<file path="src/rtl/mult_pkg.sv">
// Shared definitions for the sequential arithmetic blocks:
// FSM state encoding and counter sizing.
package mult_pkg;

  localparam logic [1:0] ENC_IDLE  = 2'd0;
  localparam logic [1:0] ENC_RUN   = 2'd1;
  localparam logic [1:0] ENC_FIXUP = 2'd2;
  localparam logic [1:0] ENC_DONE  = 2'd3;

  typedef enum logic [1:0] {
    IDLE  = ENC_IDLE,
    RUN   = ENC_RUN,
    FIXUP = ENC_FIXUP,
    DONE  = ENC_DONE
  } state_t;

  function automatic int cnt_w(input int w);
    return $clog2(w + 1);
  endfunction

endpackage

</file>
<file path="src/rtl/tick_divider.sv">
// Iteration tick generator: one tick every DIV enabled clocks.
// Cleared synchronously so the first tick lands DIV clocks later.
module tick_divider #(
  parameter int DIV = 1
) (
  input  logic clk,
  input  logic rst_n,
  input  logic en,
  input  logic sync_clr,
  output logic tick
);

  localparam int DW = (DIV > 1) ? $clog2(DIV) : 1;
  localparam logic [DW-1:0] LP_LAST = DW'(DIV - 1);

  logic [DW-1:0] r_cnt;
  logic          w_wrap;

  assign w_wrap = (r_cnt == LP_LAST);
  assign tick   = en && w_wrap;

  always_ff @(posedge clk or negedge rst_n) begin
    if (!rst_n) begin
      r_cnt <= '0;
    end else if (sync_clr) begin
      r_cnt <= '0;
    end else if (en) begin
      r_cnt <= w_wrap ? '0 : r_cnt + DW'(1);
    end
  end

endmodule

</file>
<file path="src/rtl/seq_shift_add_mult.sv">
// Sequential shift-add multiplier with start/busy/done handshake,
// optional signed operation and synchronous abort.
module seq_shift_add_mult
  import mult_pkg::*;
#(
  parameter int WIDTH     = 8,
  parameter int DIV       = 1,
  parameter int SIGNED_EN = 1
) (
  input  logic                      clk,
  input  logic                      rst_n,
  input  logic                      start,
  input  logic                      signed_mode,
  input  logic                      clear,
  input  logic [WIDTH-1:0]          data_a,
  input  logic [WIDTH-1:0]          data_b,
  output logic                      busy,
  output logic                      done,
  output logic [2*WIDTH-1:0]        product,
  output logic [cnt_w(WIDTH)-1:0]   iter_cnt
);

  localparam int CW = cnt_w(WIDTH);
  localparam int PW = 2 * WIDTH;
  localparam logic [CW-1:0] LP_ITERS = CW'(WIDTH);

  state_t r_state;
  state_t w_next;

  logic [PW-1:0]    r_acc;
  logic [PW-1:0]    r_mcand;
  logic [WIDTH-1:0] r_mult;
  logic [PW-1:0]    r_product;
  logic [CW-1:0]    r_iter;
  logic             r_neg;

  logic             w_accept;
  logic             w_sgn;
  logic             w_en;
  logic             w_tick;
  logic             w_a_neg;
  logic             w_b_neg;
  logic [WIDTH-1:0] w_a_mag;
  logic [WIDTH-1:0] w_b_mag;

  assign w_accept = (r_state == IDLE) && start && !clear;
  assign w_sgn    = signed_mode && (SIGNED_EN != 0);
  assign w_a_neg  = w_sgn && data_a[WIDTH-1];
  assign w_b_neg  = w_sgn && data_b[WIDTH-1];
  // Magnitudes fit in WIDTH bits unsigned, so -2^(WIDTH-1) is exact.
  assign w_a_mag  = w_a_neg ? (~data_a + WIDTH'(1)) : data_a;
  assign w_b_mag  = w_b_neg ? (~data_b + WIDTH'(1)) : data_b;
  assign w_en     = (r_state == RUN) && (r_iter != LP_ITERS);

  tick_divider #(
    .DIV(DIV)
  ) u_div (
    .clk     (clk),
    .rst_n   (rst_n),
    .en      (w_en),
    .sync_clr(w_accept | clear),
    .tick    (w_tick)
  );

  always_ff @(posedge clk or negedge rst_n) begin
    if (!rst_n) begin
      r_state <= IDLE;
    end else begin
      r_state <= w_next;
    end
  end

  always_comb begin
    w_next = r_state;
    if (clear) begin
      w_next = IDLE;
    end else begin
      unique case (r_state)
        IDLE:    if (start) w_next = RUN;
        RUN:     if (r_iter == LP_ITERS) w_next = FIXUP;
        FIXUP:   w_next = DONE;
        DONE:    w_next = IDLE;
        default: w_next = IDLE;
      endcase
    end
  end

  always_ff @(posedge clk or negedge rst_n) begin
    if (!rst_n) begin
      r_acc     <= '0;
      r_mcand   <= '0;
      r_mult    <= '0;
      r_product <= '0;
      r_iter    <= '0;
      r_neg     <= 1'b0;
    end else if (clear) begin
      r_iter    <= '0;
    end else if (w_accept) begin
      r_acc     <= '0;
      r_mcand   <= PW'(w_a_mag);
      r_mult    <= w_b_mag;
      r_iter    <= '0;
      r_neg     <= w_a_neg ^ w_b_neg;
    end else if (w_tick) begin
      if (r_mult[0]) r_acc <= r_acc + r_mcand;
      r_mcand   <= r_mcand << 1;
      r_mult    <= r_mult >> 1;
      r_iter    <= r_iter + CW'(1);
    end else if (r_state == FIXUP) begin
      r_product <= r_neg ? (~r_acc + PW'(1)) : r_acc;
    end
  end

  assign busy     = (r_state != IDLE);
  assign done     = (r_state == DONE);
  assign product  = r_product;
  assign iter_cnt = r_iter;

endmodule

</file>
<file path="config.mk">
export PLATFORM = sky130hd
export DESIGN_NAME = seq_shift_add_mult
export DESIGN_NICKNAME = d
export VERILOG_FILES = /design/src/rtl/mult_pkg.sv /design/src/rtl/tick_divider.sv /design/src/rtl/seq_shift_add_mult.sv
export SDC_FILE = /design/constraint.sdc
export NUM_CORES = 1
export LEC_CHECK = 0
export BUFFER_PORTS_ARGS = -buffer_cell sky130_fd_sc_hd__buf_2
export CORE_ASPECT_RATIO = 2
export CORE_MARGIN = 5
export CORE_UTILIZATION = 55
export DETAILED_ROUTE_END_ITERATION = 6
export GPL_TIMING_DRIVEN = 0
export PLACE_DENSITY = 0.76
export REMOVE_ABC_BUFFERS = 1
export SLEW_MARGIN = 20
export SYNTH_ARGS = -nofsm -noshare
export SYNTH_HDL_FRONTEND = slang
export SYNTH_SLANG_ARGS = --single-unit
</file>
<file path="constraint.sdc">
create_clock -name clk -period 2.6 [get_ports clk]
set_clock_uncertainty 0.1 [all_clocks]
set_input_delay 0.26 -clock clk [delete_from_list [all_inputs] [get_ports clk]]
set_output_delay 0.26 -clock clk [all_outputs]
set_load 0.05 [all_outputs]
</file>
Word-level counts from Yosys, hierarchy flattened. Index checks and enable logic that the tools add are counted.

Reductions and logical operators: 18. $add $sub $neg: 6. Muxes and demuxes: 20. Eq/ne operators: 7. Bitwise gates (word level): 9.

Operators with widths (count): 16-bit two-way mux (6); 8-bit two-way mux (4); 16-bit by 1-bit adder with 16-bit output, second input constant (1); 16-bit adder (1); 8-bit by 1-bit adder with 8-bit output, second input constant (2); 16-bit NOT (1); 8-bit NOT (2); 4-bit two-way mux (3); 2-bit case mux with 4 select lines (1); 2-bit nonzero test (4); 1-bit logical AND (6); 2-bit two-way mux (3); 2-bit AND reduction (3); 4-bit by 1-bit adder with 4-bit output, second input constant (1); 2-bit equality test, second input constant (2); 4-bit equality test, second input constant (1); 4-bit != test, second input constant (1); 1-bit NOT (4); 4-bit AND reduction (1); 1-bit two-way mux (3); 3-bit by 2-bit != test with 1-bit output, second input constant (1); 3-bit != test, second input constant (1); 3-bit AND reduction (1); 3-bit nonzero test (1); 6 further kinds (6).

Register bits: 64. Logic and storage cells: 68.

Depth between registers and ports, before layout.
Depth in word-level cells: 6. Mapped depth: 9.

Cells and area by module. From an unflattened synthesis, not the netlist that was laid out.

Cell total of the unflattened synthesis: 420. Area, all modules: 3918.8 µm².

By module, submodules not included: seq_shift_add_mult (cells each 419, seq. area each 1576.5 µm², times used 1, area an instance 3911.3 µm²); tick_divider (cells each 1, seq. area each 0.0 µm², times used 1, area an instance 7.5 µm²).

Least setup slack after synthesis. No wires, ideal clock.

Kind: register -> register. Start point: register r_iter[0] (netlist: iter_cnt[0]). End point: register r_acc[14]. Cell stages (with the launch flop): 9. Setup time: 87 ps. Slack: 212 ps. Required time: 2413 ps. Data arrival time: 2201 ps. Cells stage by stage: dfrtp_1 > inv_1 > ha_1 > nand3b_1 > nand3b_1 > or2_2 > or3_1 > mux2_2 > o211ai_1.

Cells in the longest elaborated chain, start to end: 5.

RTL lines: start, declared (line seq_shift_add_mult.sv:34) `logic [CW-1:0] r_iter;`; start signal, assigned (line seq_shift_add_mult.sv:108) `r_iter <= r_iter + CW'(1);`; 4-bit != test (line seq_shift_add_mult.sv:53) `assign w_en = (r_state == RUN) && (r_iter != LP_ITERS);`; 1-bit logical AND (line seq_shift_add_mult.sv:53); 1-bit logical AND (line tick_divider.sv:20) `assign tick = en && w_wrap;`; 2-bit nonzero test (no source line); 3-bit AND reduction (no source line); end signal, assigned (line seq_shift_add_mult.sv:105) `if (r_mult[0]) r_acc <= r_acc + r_mcand;`; end, declared (line seq_shift_add_mult.sv:30) `logic [PW-1:0] r_acc;`.

Every way passes these cells. A chain may end at the register's enable or synchronous reset.

Final worst setup path.
Start point: register r_acc[0]. End point: register r_acc[14].

Cells in the longest elaborated chain, start to end: 4.

RTL lines: 16-bit adder (line seq_shift_add_mult.sv:105); 16-bit two-way mux (line seq_shift_add_mult.sv:105); 16-bit two-way mux (line seq_shift_add_mult.sv:104) `end else if (w_tick) begin`; 16-bit two-way mux (line seq_shift_add_mult.sv:98) `end else if (w_accept) begin`.

Every way passes these cells. The select of a mux whose other input is x is not followed.

==> run metrics <==
status complete, no violations; drt via density 5.76; Post-synth ARST share 1.00; Core Rows 43; Reg clk slew, reported paths approximately 0.050 ns; Overflow after GRT 0; HPWL Detailed around 6400 um; Die Width slightly below 70 um; core area between 0.006 and 0.007 mm2; Worst EP required between 2 and 3 ns; Final ANT Viol Nets 0; io pins 43; CTS buffer count 9; Bufs and invs on worst path 1; final setup vio count 0; most common cell after layout, fill and taps aside dfrtp_1; Die Y between 100 and 150 um; critical-path cell list ha_1 > inv_1 > fa_1 > nor2b_1 > o2111ai_1 > a21oi_2 > o211ai_1 > mux2_2 > o211ai_1; Peak supply drop around 0.86 mV; # port buffers 42; vias in the first global route ~3300; cell taking the most area after synthesis dfrtp_1; post-synthesis sequential area ratio 0.403; initial core utilization 0.563; All-Layer GR Usage 0.207; crit-path max cell delay roughly 0.42 ns; drc violations 0; min-delay src data_b[7]; Final Hold Violating Endpoints 0; CTS tree done; Tcrit/Tclk final 0.951; Synth Warn # 0; Skew-Pair Late Insertion Delay around 0.33 ns; Max-Cap Viols 0; initial antenna violation count 0; Netlist cell types 48; most frequent CP cell o211ai_1; syn_area_per_cell around 9.2 um2; cell count after synthesis between 400 and 500; nets 515; share of layout cells above drive strength 1 0.162; Clock Sinks 63; slowest CP cell dfrtp_1; flop-to-flop setup slack between 0.1 and 0.15 ns; Max Clk Rate just over 0.4 GHz; dpl cells about 550; top_reg_cell synth dfrtp_1; # diodes 0; CTS max path bufs 2; pin count of the biggest net entering global routing 64; post-route non-filler standard cell count about 560; Rel. slew slack 0.476; #FFs+latches synth 63; gp weighted congestion 0.883; PD cells between 1000 and 1500 mW/mm2; first-pass GRT wire length ~15000 um; DR vias 3247; synthesized area around 0.0039 mm2; crit path capture type flop; hold depth 3; Period minus WS final 2.47 ns; Avg WL per Cell between 15 and 20 um; H-tree Lvls 3; WL final around 8500 um; Initial DRC Count around 170; reg2reg start r_acc[0]; Root Driver clkbuf_16; Hold/Removal Path Class primary input to flop; Final Max Tran Viols 0; CP delay by family, top compound AO/OA/AOI/OAI gates; drt first pass iters 4; RSZ-0062 raised after global routing false; P&R area growth vs syn 17.5%; worst r2r dst r_acc[14]; WS Path Type flop to flop; Arr. time, crit path ~2.6 ns; crit path max fanout 5; Tightest Pin Transition slightly below 0.8 ns; end of the worst hold path r_mult[7]; largest cells by area after synthesis dfrtp_1 40%, ha_1 7.7%, xor2_1 6.7%; worst reg2reg path depth 9; Power Total between 0.005 and 0.006 W; EDFF count, synth 0; DIE AREA about 0.0090 mm2; cell leakage power 2.24 nW; crit path launch type flop; Synth top area share 0.403; most frequent cells in the layout 63 x dfrtp_1, 44 x nand2_1, 41 x buf_2
## worst reg2reg max path: cells and delay by family, from the launching register on
family,cells,cell delay [ns]
AO/OA/AOI/OAI,4,0.66
adder cells (fa/ha/maj),2,0.63
flip-flops,1,0.42
multiplexers,1,0.28
AND/OR/NAND/NOR,1,0.22
buffers and inverters,1,0.06
## kinds of logic (layout without fill, tap and decap cells)
group / count (synthesis) / count (layout) / share of synthesized area
multiplexers: 12 / 12 / 0.0314
XOR/XNOR: 41 / 41 / 0.0919
AO/OA/AOI/OAI: 122 / 122 / 0.203
AND/OR/NAND/NOR: 131 / 131 / 0.158
buffers and inverters: 31 / 80 / 0.0298
flip-flops: 63 / 63 / 0.403
adder cells (fa/ha/maj): 25 / 25 / 0.0820
## worst max path at each step
| stage | start | end | cells past startpoint |
|---|---|---|---|
| global placement | iter_cnt[0] | product[0] | 6 |
| detailed placement | iter_cnt[0] | r_acc[14] | 8 |
| floorplan | iter_cnt[0] | product[0] | 6 |
| CTS | r_state[0] | r_mcand[10] | 6 |
| global route | r_acc[0] | r_acc[14] | 9 |
| finish | r_acc[0] | r_acc[14] | 9 |
## per-stage QoR
stage | cell area, um2 | TNS, ns | utilization | setup WS, ns | hold WS (ns)
floorplan | 3850 | -13.97 | - | -0.991 | -0.136
global placement | 4170 | -26.62 | 0.601 | -1.49 | 0.368
detailed placement | 4210 | -2.04 | 0.607 | -0.363 | 0.296
CTS | 4590 | 0 | 0.661 | 0.0285 | 0.0955
global route | 4590 | 0 | 0.662 | 0.00226 | 0.102
finish | 4590 | 0 | 0.662 | 0.127 | 0.102
## flip-flops by register name (all words and copies together) (netlist names)
| register | cells |
|---|---|
| r_mult | 8 |
| product | 16 |
| r_neg | 1 |
| r_state | 2 |
| r_acc | 16 |
| r_mcand | 16 |
| iter_cnt | 4 |
## power breakdown
group / switching, W / internal (W)
clock network: 0.000405 / 0.000943
registers: 0.000328 / 0.00133
logic: 0.00168 / 0.000981
total: 0.00242 / 0.00326
## synth_stat cells (all sizes together), types with 2 or more instances
| cell | count |
|---|---|
| and2 | 5 |
| dfrtp | 63 |
| ha | 24 |
| o211ai | 4 |
| and4 | 2 |
| nand2b | 6 |
| clkbuf | 14 |
| or2 | 2 |
| nor2b | 2 |
| a22oi | 5 |
| or4 | 2 |
| mux2i | 10 |
| a21oi | 35 |
| o21ai | 27 |
| o41ai | 3 |
| xnor2 | 11 |
| nor3 | 5 |
| mux2 | 2 |
| nor2 | 40 |
| a21o | 9 |
| a31oi | 5 |
| o22a | 2 |
| nand2 | 44 |
| o31ai | 6 |
| inv | 16 |
| a211oi | 7 |
| nand3 | 10 |
| xor2 | 30 |
| and3 | 4 |
| nand4 | 2 |
| o21a | 3 |
| or3 | 3 |
| a22o | 8 |
| nand3b | 2 |
## timing repair
action,CTS,global route
resized for setup,1,2
setup endpoints to repair,16,14
buffers inserted,2,0
pin swaps,0,0
hold buffers,1,0
hold endpoints to repair,63,0
## area by class of cell
class	count	area, um2
Fill cell	594	2350
Multi-Input combinational cell	331	2240
Sequential cell	63	1580
Clock buffer	14	284
Timing Repair Buffer	48	264
Tap cell	90	113
Clock inverter	2	60.1
Inverter	16	60.1
## layer usage
metal | share of wire | vias to the layer above | global-route usage
li1 | - | 1607 | -
met5 | 0 | - | 0
met4 | 0.017 | 0 | 0.0840
met2 | 0.57 | 73 | 0.405
met1 | 0.37 | 1556 | 0.205
met3 | 0.042 | 11 | 0.0489
Note: power is estimated with default switching activity, not from simulation.
